`src/rtl/btn_debounce_pulse_pkg.sv`:
```
// -----------------------------------------------------------------------------
// btn_debounce_pulse_pkg
// Shared definitions for the push-button conditioning block:
//   - btn_state_t     : debounce FSM state encodings
//   - DEFAULT_*       : cycle counts for the 100 MHz board clock
//   - max_int()       : helper used to size the shared repeat counter
// -----------------------------------------------------------------------------
package btn_debounce_pulse_pkg;

   typedef enum logic [1:0] {
      IDLE         = 2'd0,
      PRESS_WAIT   = 2'd1,
      PRESSED      = 2'd2,
      RELEASE_WAIT = 2'd3
   } btn_state_t;

   // 10 ms debounce, 500 ms to the first repeat, then one repeat per 200 ms.
   localparam int DEFAULT_DEBOUNCE_CYCLES = 1000000;
   localparam int DEFAULT_REPEAT_DELAY    = 50000000;
   localparam int DEFAULT_REPEAT_RATE     = 20000000;

   function automatic int max_int(input int a, input int b);
      return (a > b) ? a : b;
   endfunction

endpackage

```
`src/rtl/btn_debounce_pulse_if.sv`:
```
// -----------------------------------------------------------------------------
// btn_debounce_pulse_if
// Button pin in, conditioned level and strobes out.
//   i_Btn               : raw asynchronous button pin (1 = pressed)
//   o_Btn_Level         : debounced button state
//   o_Btn_Pulse         : one-cycle strobe on press and on each auto-repeat
//   o_Btn_Release_Pulse : one-cycle strobe on release
// master = the side driving the pin and consuming the strobes,
// slave  = the conditioning block itself.
// -----------------------------------------------------------------------------
interface btn_debounce_pulse_if;

   logic i_Btn;
   logic o_Btn_Level;
   logic o_Btn_Pulse;
   logic o_Btn_Release_Pulse;

   modport master (
      output i_Btn,
      input  o_Btn_Level,
      input  o_Btn_Pulse,
      input  o_Btn_Release_Pulse
   );

   modport slave (
      input  i_Btn,
      output o_Btn_Level,
      output o_Btn_Pulse,
      output o_Btn_Release_Pulse
   );

endinterface

```
`src/rtl/btn_debounce_pulse_sync_2ff.sv`:
```
// -----------------------------------------------------------------------------
// sync_2ff
// Parameterised-width two-flop synchroniser for asynchronous inputs.
//   clk  : destination clock
//   srst : synchronous active-high reset, clears both stages
//   d    : asynchronous input bits
//   q    : synchronised output (second stage)
// -----------------------------------------------------------------------------
module sync_2ff #(
   parameter int WIDTH = 1
) (
   input  logic             clk,
   input  logic             srst,
   input  logic [WIDTH-1:0] d,
   output logic [WIDTH-1:0] q
);

   logic [WIDTH-1:0] sync1_reg;
   logic [WIDTH-1:0] sync2_reg;

   generate
      for (genvar gi = 0; gi < WIDTH; gi++) begin : g_bit
         always_ff @(posedge clk) begin
            if (srst) begin
               sync1_reg[gi] <= 1'b0;
               sync2_reg[gi] <= 1'b0;
            end else begin
               sync1_reg[gi] <= d[gi];
               sync2_reg[gi] <= sync1_reg[gi];
            end
         end
      end
   endgenerate

   assign q = sync2_reg;

endmodule

```
`src/rtl/btn_debounce_pulse.sv`:
```
// -----------------------------------------------------------------------------
// btn_debounce_pulse
// Turns one raw push-button pin into a debounced level, a one-cycle press
// strobe (optionally auto-repeating while held) and a one-cycle release strobe.
//   i_Clk   : system clock, all logic on its rising edge
//   i_Reset : synchronous active-high reset
//   bus     : slave side of btn_debounce_pulse_if (pin in, level/strobes out)
// -----------------------------------------------------------------------------
module btn_debounce_pulse
   import btn_debounce_pulse_pkg::*;
#(
   parameter int g_DEBOUNCE_CYCLES = DEFAULT_DEBOUNCE_CYCLES,
   parameter int g_REPEAT_EN       = 0,
   parameter int g_REPEAT_DELAY    = DEFAULT_REPEAT_DELAY,
   parameter int g_REPEAT_RATE     = DEFAULT_REPEAT_RATE
) (
   input  logic                  i_Clk,
   input  logic                  i_Reset,
   btn_debounce_pulse_if.slave   bus
);

   localparam int DB_W    = $clog2(g_DEBOUNCE_CYCLES);
   localparam int REP_MAX = max_int(g_REPEAT_DELAY, g_REPEAT_RATE);
   localparam int REP_W   = $clog2(REP_MAX);
   localparam bit REP_EN  = (g_REPEAT_EN != 0);

   localparam logic [DB_W-1:0]  DB_LAST    = DB_W'(g_DEBOUNCE_CYCLES - 1);
   localparam logic [REP_W-1:0] DELAY_LAST = REP_W'(g_REPEAT_DELAY - 1);
   localparam logic [REP_W-1:0] RATE_LAST  = REP_W'(g_REPEAT_RATE - 1);

   logic btn_s;

   sync_2ff #(.WIDTH(1)) u_sync (
      .clk  (i_Clk),
      .srst (i_Reset),
      .d    (bus.i_Btn),
      .q    (btn_s)
   );

   btn_state_t       state_reg,   state_next;
   logic [DB_W-1:0]  db_cnt_reg,  db_cnt_next;
   logic [REP_W-1:0] rep_cnt_reg, rep_cnt_next;
   logic             first_reg,   first_next;
   logic             level_reg,   level_next;
   logic             pulse_reg,   pulse_next;
   logic             rel_reg,     rel_next;
   logic [REP_W-1:0] rep_last;

   always_ff @(posedge i_Clk) begin
      if (i_Reset) begin
         state_reg   <= IDLE;
         db_cnt_reg  <= '0;
         rep_cnt_reg <= '0;
         first_reg   <= 1'b0;
         level_reg   <= 1'b0;
         pulse_reg   <= 1'b0;
         rel_reg     <= 1'b0;
      end else begin
         state_reg   <= state_next;
         db_cnt_reg  <= db_cnt_next;
         rep_cnt_reg <= rep_cnt_next;
         first_reg   <= first_next;
         level_reg   <= level_next;
         pulse_reg   <= pulse_next;
         rel_reg     <= rel_next;
      end
   end

   // First repeat waits the long delay, later ones use the shorter rate.
   assign rep_last = first_reg ? DELAY_LAST : RATE_LAST;

   always_comb begin
      state_next   = state_reg;
      db_cnt_next  = db_cnt_reg;
      rep_cnt_next = rep_cnt_reg;
      first_next   = first_reg;
      level_next   = level_reg;
      pulse_next   = 1'b0;
      rel_next     = 1'b0;

      unique case (state_reg)
         IDLE: begin
            if (btn_s) begin
               state_next  = PRESS_WAIT;
               db_cnt_next = '0;
            end
         end

         PRESS_WAIT: begin
            if (!btn_s) begin
               state_next = IDLE;
            end else if (db_cnt_reg == DB_LAST) begin
               state_next   = PRESSED;
               level_next   = 1'b1;
               pulse_next   = 1'b1;
               rep_cnt_next = '0;
               first_next   = 1'b1;
            end else begin
               db_cnt_next = db_cnt_reg + 1'b1;
            end
         end

         PRESSED: begin
            if (!btn_s) begin
               state_next  = RELEASE_WAIT;
               db_cnt_next = '0;
            end else if (REP_EN) begin
               if (rep_cnt_reg == rep_last) begin
                  pulse_next   = 1'b1;
                  rep_cnt_next = '0;
                  first_next   = 1'b0;
               end else begin
                  rep_cnt_next = rep_cnt_reg + 1'b1;
               end
            end
         end

         RELEASE_WAIT: begin
            // The repeat counter is left untouched here so that a release
            // bounce resumes the repeat timing rather than restarting it.
            if (btn_s) begin
               state_next = PRESSED;
            end else if (db_cnt_reg == DB_LAST) begin
               state_next = IDLE;
               level_next = 1'b0;
               rel_next   = 1'b1;
            end else begin
               db_cnt_next = db_cnt_reg + 1'b1;
            end
         end

         default: state_next = IDLE;
      endcase
   end

   assign bus.o_Btn_Level         = level_reg;
   assign bus.o_Btn_Pulse         = pulse_reg;
   assign bus.o_Btn_Release_Pulse = rel_reg;

endmodule

```
`src/flat_wrapper.sv`:
```
// flat-port wrapper written by rule: the top's interface ports become plain ports
module btn_debounce_pulse_flat import btn_debounce_pulse_pkg::*;
#(
   parameter int g_DEBOUNCE_CYCLES = DEFAULT_DEBOUNCE_CYCLES,
   parameter int g_REPEAT_EN       = 0,
   parameter int g_REPEAT_DELAY    = DEFAULT_REPEAT_DELAY,
   parameter int g_REPEAT_RATE     = DEFAULT_REPEAT_RATE
)
  (i_Clk, i_Reset, bus_i_Btn, bus_o_Btn_Level, bus_o_Btn_Pulse, bus_o_Btn_Release_Pulse);
  btn_debounce_pulse_if bus_i ();
  input  logic i_Clk;
  input  logic i_Reset;
  input wire logic [$bits(bus_i.i_Btn)-1:0] bus_i_Btn;
  output wire logic [$bits(bus_i.o_Btn_Level)-1:0] bus_o_Btn_Level;
  output wire logic [$bits(bus_i.o_Btn_Pulse)-1:0] bus_o_Btn_Pulse;
  output wire logic [$bits(bus_i.o_Btn_Release_Pulse)-1:0] bus_o_Btn_Release_Pulse;
  assign bus_i.i_Btn = bus_i_Btn;
  assign bus_o_Btn_Level = bus_i.o_Btn_Level;
  assign bus_o_Btn_Pulse = bus_i.o_Btn_Pulse;
  assign bus_o_Btn_Release_Pulse = bus_i.o_Btn_Release_Pulse;
  btn_debounce_pulse #(.g_DEBOUNCE_CYCLES(g_DEBOUNCE_CYCLES), .g_REPEAT_EN(g_REPEAT_EN), .g_REPEAT_DELAY(g_REPEAT_DELAY), .g_REPEAT_RATE(g_REPEAT_RATE)) u_core (.i_Clk(i_Clk), .i_Reset(i_Reset), .bus(bus_i));
endmodule
```
`config.mk`:
```
export PLATFORM = sky130hd
export DESIGN_NAME = btn_debounce_pulse_flat
export DESIGN_NICKNAME = d
export VERILOG_FILES = /design/src/rtl/btn_debounce_pulse_pkg.sv /design/src/rtl/btn_debounce_pulse_if.sv /design/src/rtl/btn_debounce_pulse_sync_2ff.sv /design/src/rtl/btn_debounce_pulse.sv /design/src/flat_wrapper.sv
export SDC_FILE = /design/constraint.sdc
export NUM_CORES = 1
export LEC_CHECK = 0
export CAP_MARGIN = 20
export CORE_MARGIN = 3
export CORE_UTILIZATION = 45
export DETAILED_ROUTE_END_ITERATION = 12
export PLACE_DENSITY_LB_ADDON = 0.08
export SLEW_MARGIN = 5
export SYNTH_ARGS = -nofsm -noshare
export SYNTH_HDL_FRONTEND = slang
export SYNTH_HIERARCHICAL = 1
export SYNTH_SLANG_ARGS = --single-unit
```
`constraint.sdc`:
```
create_clock -name i_Clk -period 2.3 [get_ports i_Clk]
set_input_delay 0.23 -clock i_Clk [delete_from_list [all_inputs] [get_ports i_Clk]]
set_output_delay 0.23 -clock i_Clk [all_outputs]
set_load 0.02 [all_outputs]
```
**Yosys cells after proc, flatten, opt, wreduce, memory -nomap -nowiden**

Cells that the tools add are included.

- Register bits: 27
- Bits of input ports: 3

- Add/subtract/negate cells: 1
- Equal/unequal tests: 12
- Multiplexer cells: 19
- Bitwise gates (word level): 3
- Reductions and logical operators: 7

Operator list:

| cell | count |
|---|---|
| 20-bit two-way mux | 5 |
| 20-bit one-hot mux with 4 select lines | 1 |
| 20-bit by 1-bit adder with 20-bit output (second input constant) | 1 |
| 20-bit equality test (second input constant) | 1 |
| 2-bit two-way mux | 6 |
| 2-bit inequality test (second input constant) | 4 |
| 2-bit one-hot mux with 4 select lines | 1 |
| 4-bit AND reduction | 2 |
| 3-bit by 2-bit inequality test with 1-bit output (second input constant) | 2 |
| 3-bit OR reduction | 2 |
| 1-bit two-way mux | 5 |
| 5-bit AND reduction | 1 |
| 2-bit equality test (second input constant) | 2 |
| 2-bit by 1-bit inequality test with 1-bit output (second input constant) | 2 |
| 1-bit inverter | 3 |
| 2-bit by 1-bit equality test with 1-bit output (second input constant) | 1 |
| 2-bit logical NOT | 1 |
| 1-bit one-hot mux with 2 select lines | 1 |
| 2-bit nonzero test | 1 |

**Logic depth before layout (Yosys ltp)**

- Word-level depth: 4
- Mapped depth: 6
- Gate-level depth less buffers: 5

**By module**

Netlist, hierarchy kept.

Modules (own cells, without submodules):

| module | instances | cells an instance | area each (µm²) | sequential area each (µm²) |
|---|---|---|---|---|
| btn_debounce_pulse | 1 | 159 | 1,375.1 | 500.5 |
| sync_2ff | 1 | 4 | 52.6 | 40.0 |

**Worst setup path before layout**

OpenSTA, ideal clock, no wires.

- Kind: register to register
- Start: register u_core.u_sync.sync2_reg, in the netlist u_core/u_sync/q
- End: register u_core.db_cnt_reg[9]
- Arrival time: 1,573 ps
- Data required time: 2,241 ps
- Slack: 668 ps
- Stages on the path, launching flop included: 7
- Clock period less this slack: 1,632 ps
- Path through: dfxtp_1 buf_2 xor2_4 a21o_2 clkbuf_1 or4_1 nand2_1

- Word-level cells in the longest chain between the ends: 2
- Elaborated cells on any way between the ends: 5

Ends and longest elaborated chain:

| element | line | RTL |
|---|---|---|
| start, declared | btn_debounce_pulse_sync_2ff.sv:19 | `logic [WIDTH-1:0] sync2_reg;` |
| start signal, assigned by index | btn_debounce_pulse_sync_2ff.sv:29 | `sync2_reg[gi] <= sync1_reg[gi];` |
| 2-bit inequality test (no line) | - |  |
| 4-bit AND reduction (no line) (*) | - |  |
| end signal, assigned | btn_debounce_pulse.sv:60 | `db_cnt_reg <= db_cnt_next;` |
| end, declared | btn_debounce_pulse.sv:41 | `logic [DB_W-1:0] db_cnt_reg, db_cnt_next;` |

Every way passes the cells marked *; elsewhere a longest branch is shown, timed or not.
A chain may end at the register's enable or synchronous reset.

**Worst setup path after layout**

- Start: register u_core.db_cnt_reg[8]
- End: register u_core.db_cnt_reg[2]

- Word-level cells in the longest chain between the ends: 4
- Elaborated cells on any way between the ends: 5

Ends and longest elaborated chain:

| element | line |
|---|---|
| 20-bit equality test (*) | btn_debounce_pulse.sv:92, btn_debounce_pulse.sv:123 |
| 20-bit two-way mux (*) | - |
| 20-bit two-way mux, on equally long branches | - |
| 20-bit one-hot mux with 4 select lines (*) | - |

Every way passes the cells marked *; elsewhere a longest branch is shown, timed or not. The select of a mux whose other input is x is not followed.

==> key figures <==
Run status
  – Status: complete, no violations

Placement
  – RD Place Congestion: between 0.8 and 0.9
  – Dpl cell area: between 0.0015 and 0.002 mm^2
  – Port buffer count: 5
  – DP Wirelength: between 2000 and 2500 um

Final layout
  – Antenna Cells: 0
  – Area growth syn-to-layout: 7.362%
  – Final Cell Area: 0.001533 mm^2
  – Max reg flops: 20
  – Final Core Density: a little over half
  – Nets: between 150 and 200
  – Layout cells sized above 1: between 8 and 9%

Power
  – Overall Power: approximately 0.00072 W
  – P_leak: ~0.49 nW
  – VDD IR-drop max: between 0.2 and 0.25 mV
  – PD cells: roughly 470 mW/mm^2

Setup path
  – CP cell instances: nor4_1, and4_1, a21oi_1, o32ai_1
  – CP peak stage delay: approximately 0.47 ns
  – Slowest library cell on the worst path: and4_1
  – R2R Path End: u_core/db_cnt_reg[2]
  – WS Path Type: reg2reg
  – Worst Setup End Kind: register
  – Worst Path Arrival: approximately 2.1 ns
  – Crit path max fanout: 9
  – Critical Path RT: 2.53 ns
  – Cells on worst reg2reg path: 4
  – Worst R2R Start: u_core/db_cnt_reg[8]
  – CP Launch Type: register
  – Flop2flop setup slack: around 0.42 ns

Logic synthesis
  – Seq/Total Area, Yosys: 37.86%
  – Mux cell area share after synthesis: 4.996%
  – Async S/R FF share, synth: 0%
  – Post-Syn Area: 0.001428 mm^2
  – Most common cell in the netlist: dfxtp_1
  – Post-Synth Simple-Gate Area: a little under a third
  – Post-synth cell types: between 40 and 50
  – Adder-Cell Fraction of Synth Area: less than 1%
  – Leading area contributor after synthesis: dfxtp_1
  – Predominant post-synthesis flop cell: dfxtp_1
  – Most instantiated cells after synthesis: dfxtp_1 (27), nand2_1 (14), a21oi_1 (11)
  – Mapped Avg Cell Area: 8.758 um^2
  – Synth top area cells: dfxtp_1 (38%), nand2b_1 (4.4%), mux2i_1 (4.2%)
  – Synthesized net count: roughly 170
  – Synthesis Warnings: 6
  – Share of the synthesized area in the top cell type: between 30% and 40%
  – Largest family of logic cells by synthesized area: simple AND/OR/NAND/NOR gates
  – Compound-cell area share of the yosys netlist: between 10% and 20%
  – Synth Area in XOR/XNOR: ~3.2%
  – Number of synthesized flops with an enable pin: 0
  – Syn Inst Count: 163
  – Register bit total from synthesis: 27

Drt
  – Routed via count: between 1,000 and 1,500
  – Final ANT Viol Nets: 0
  – DR WL/cell: 13.98 um
  – Vias/cell: 5.909
  – Initial DRC Count: 57
  – Wirelength, routed: just under 3000 um
  – DR pass1 iterations: 4
  – DRC violations left: 0

STA
  – Number of setup violations in the final report: 0
  – Max-slew headroom: between 60 and 70%
  – Tcrit/Tclk final: about four fifths
  – Clock skew: just under 0.005 ns
  – Slew @ Worst Pin: approximately 0.48 ns
  – Min Tclk post-route: 1.880 ns
  – Setup TNS: 0 ns
  – Final hold violations: 0
  – RSZ-0062 raised after global routing: no
  – Max-slew violations: 0
  – Max frequency: approximately 530 MHz

Global routing
  – First-pass GRT wire length: ~5200 um
  – Gr usage total: between 10% and 20%
  – Grt total ovfl: 0
  – Vias in the first global route: around 1,200
  – Largest net degree at the start of global routing: 15
  – Initial antenna violation count: 0

Hold path
  – Hold Startpoint: bus_i_Btn
  – Worst hold stages: 2
  – Worst Hold Path EP: u_core/u_sync/sync1_reg
  – HP Class: in2reg

Clock network
  – Cts repair resizes: 0
  – Root Buffer: clkbuf_4
  – Setup Buffers After CTS: 0
  – H-tree Lvls: 1
  – Clock Sinks: 27
  – TritonCTS buffer count: 3
  – CTS tree: built
  – Clock slew at reported path FFs: roughly 0.14 ns
  – Worst-skew pair later-pin latency: about 0.32 ns
  – Maximum root-to-sink buffer count: 2
  – Hold-fix buffers, CTS: 0

Floorplan
  – Core area: 0.002877 mm^2
  – Starting Density: 49.63%
  – Die area: 0.003884 mm^2
  – Rows: 19
  – I/O pin cnt: 6
  – Die Height: a little over 60 um
  – Die X: approximately 62 um

Job
  – Max Cap Viol: 0
metal layers:
metal / wire (um) / share of wire, % / GRT usage, %
met1: 1499 / 51 / 22.06
met2: 1352 / 46 / 26.88
met3: 50 / 1.7 / 2.162
met4: 20 / 0.68 / 4.959
met5: 0 / 0 / 0
power by group:
group	internal, W	leakage [nW]	switching, W
registers	0.000473	0.218	0.00000476
clock network	0.0000678	0.0150	0.000133
logic	0.0000187	0.255	0.0000244
logic make-up after synthesis:
logic type,count (synthesis)
and+or+nand+nor,72
AOI/OAI and AO/OA,37
DFF,27
buffers and inverters,16
muxes,7
xor gates and xnor gates,3
adders and majority gates,1
layout by cell type (no fill, tap or decap), types with 5 or more instances in the layout:
master | netlist | final
or3_1 | 6 | 6
o21ai_0 | 9 | 9
dfxtp_1 | 27 | 27
nand2_1 | 14 | 14
nand2b_1 | 10 | 10
mux2i_1 | 6 | 6
clkdlybuf4s50_1 | 0 | 5
a21oi_1 | 11 | 11
nand4_1 | 7 | 7
inv_1 | 7 | 7
nand3_1 | 7 | 7
final cells by class:
cell class,instances,area (um^2)
clock buffer,4,26.28
fill,281,1344
inverter,7,26.28
multi-input combinational,120,807.0
sequential,27,540.5
tap,42,52.55
timing repair buffer,9,80.08
critical path, delay by kind of cell (launching register included):
kind	cells	cell delay (ns)
AOI/OAI and AO/OA	2	0.52
DFF	1	0.39
and+or+nand+nor	2	0.87
through the flow:
step	worst slack, ns	hold WS [ns]	cells
finish	0.4198	0.4567	209
global route	0.2774	0.4426	209
CTS	0.4221	0.4260	209
detailed placement	0.4651	0.4338	205
global placement	0.4781	0.4183	205
floorplan	0.6678	0.3016	163
how the worst max path moves through the flow:
stage | from | to | slack [ns] | cells after the start
final | u_core/db_cnt_reg[8] | u_core/db_cnt_reg[2] | 0.42 | 4
after global routing | u_core/state_reg[0] | u_core/db_cnt_reg[2] | 0.28 | 4
after floorplan | u_core/u_sync/q | u_core/db_cnt_reg[9] | 0.67 | 6
after global placement | i_Reset | u_core/db_cnt_reg[5] | 0.48 | 5
after CTS | u_core/state_reg[0] | u_core/db_cnt_reg[2] | 0.42 | 4
after detailed placement | i_Reset | u_core/db_cnt_reg[5] | 0.47 | 5
(Power assumes the default switching activity.)
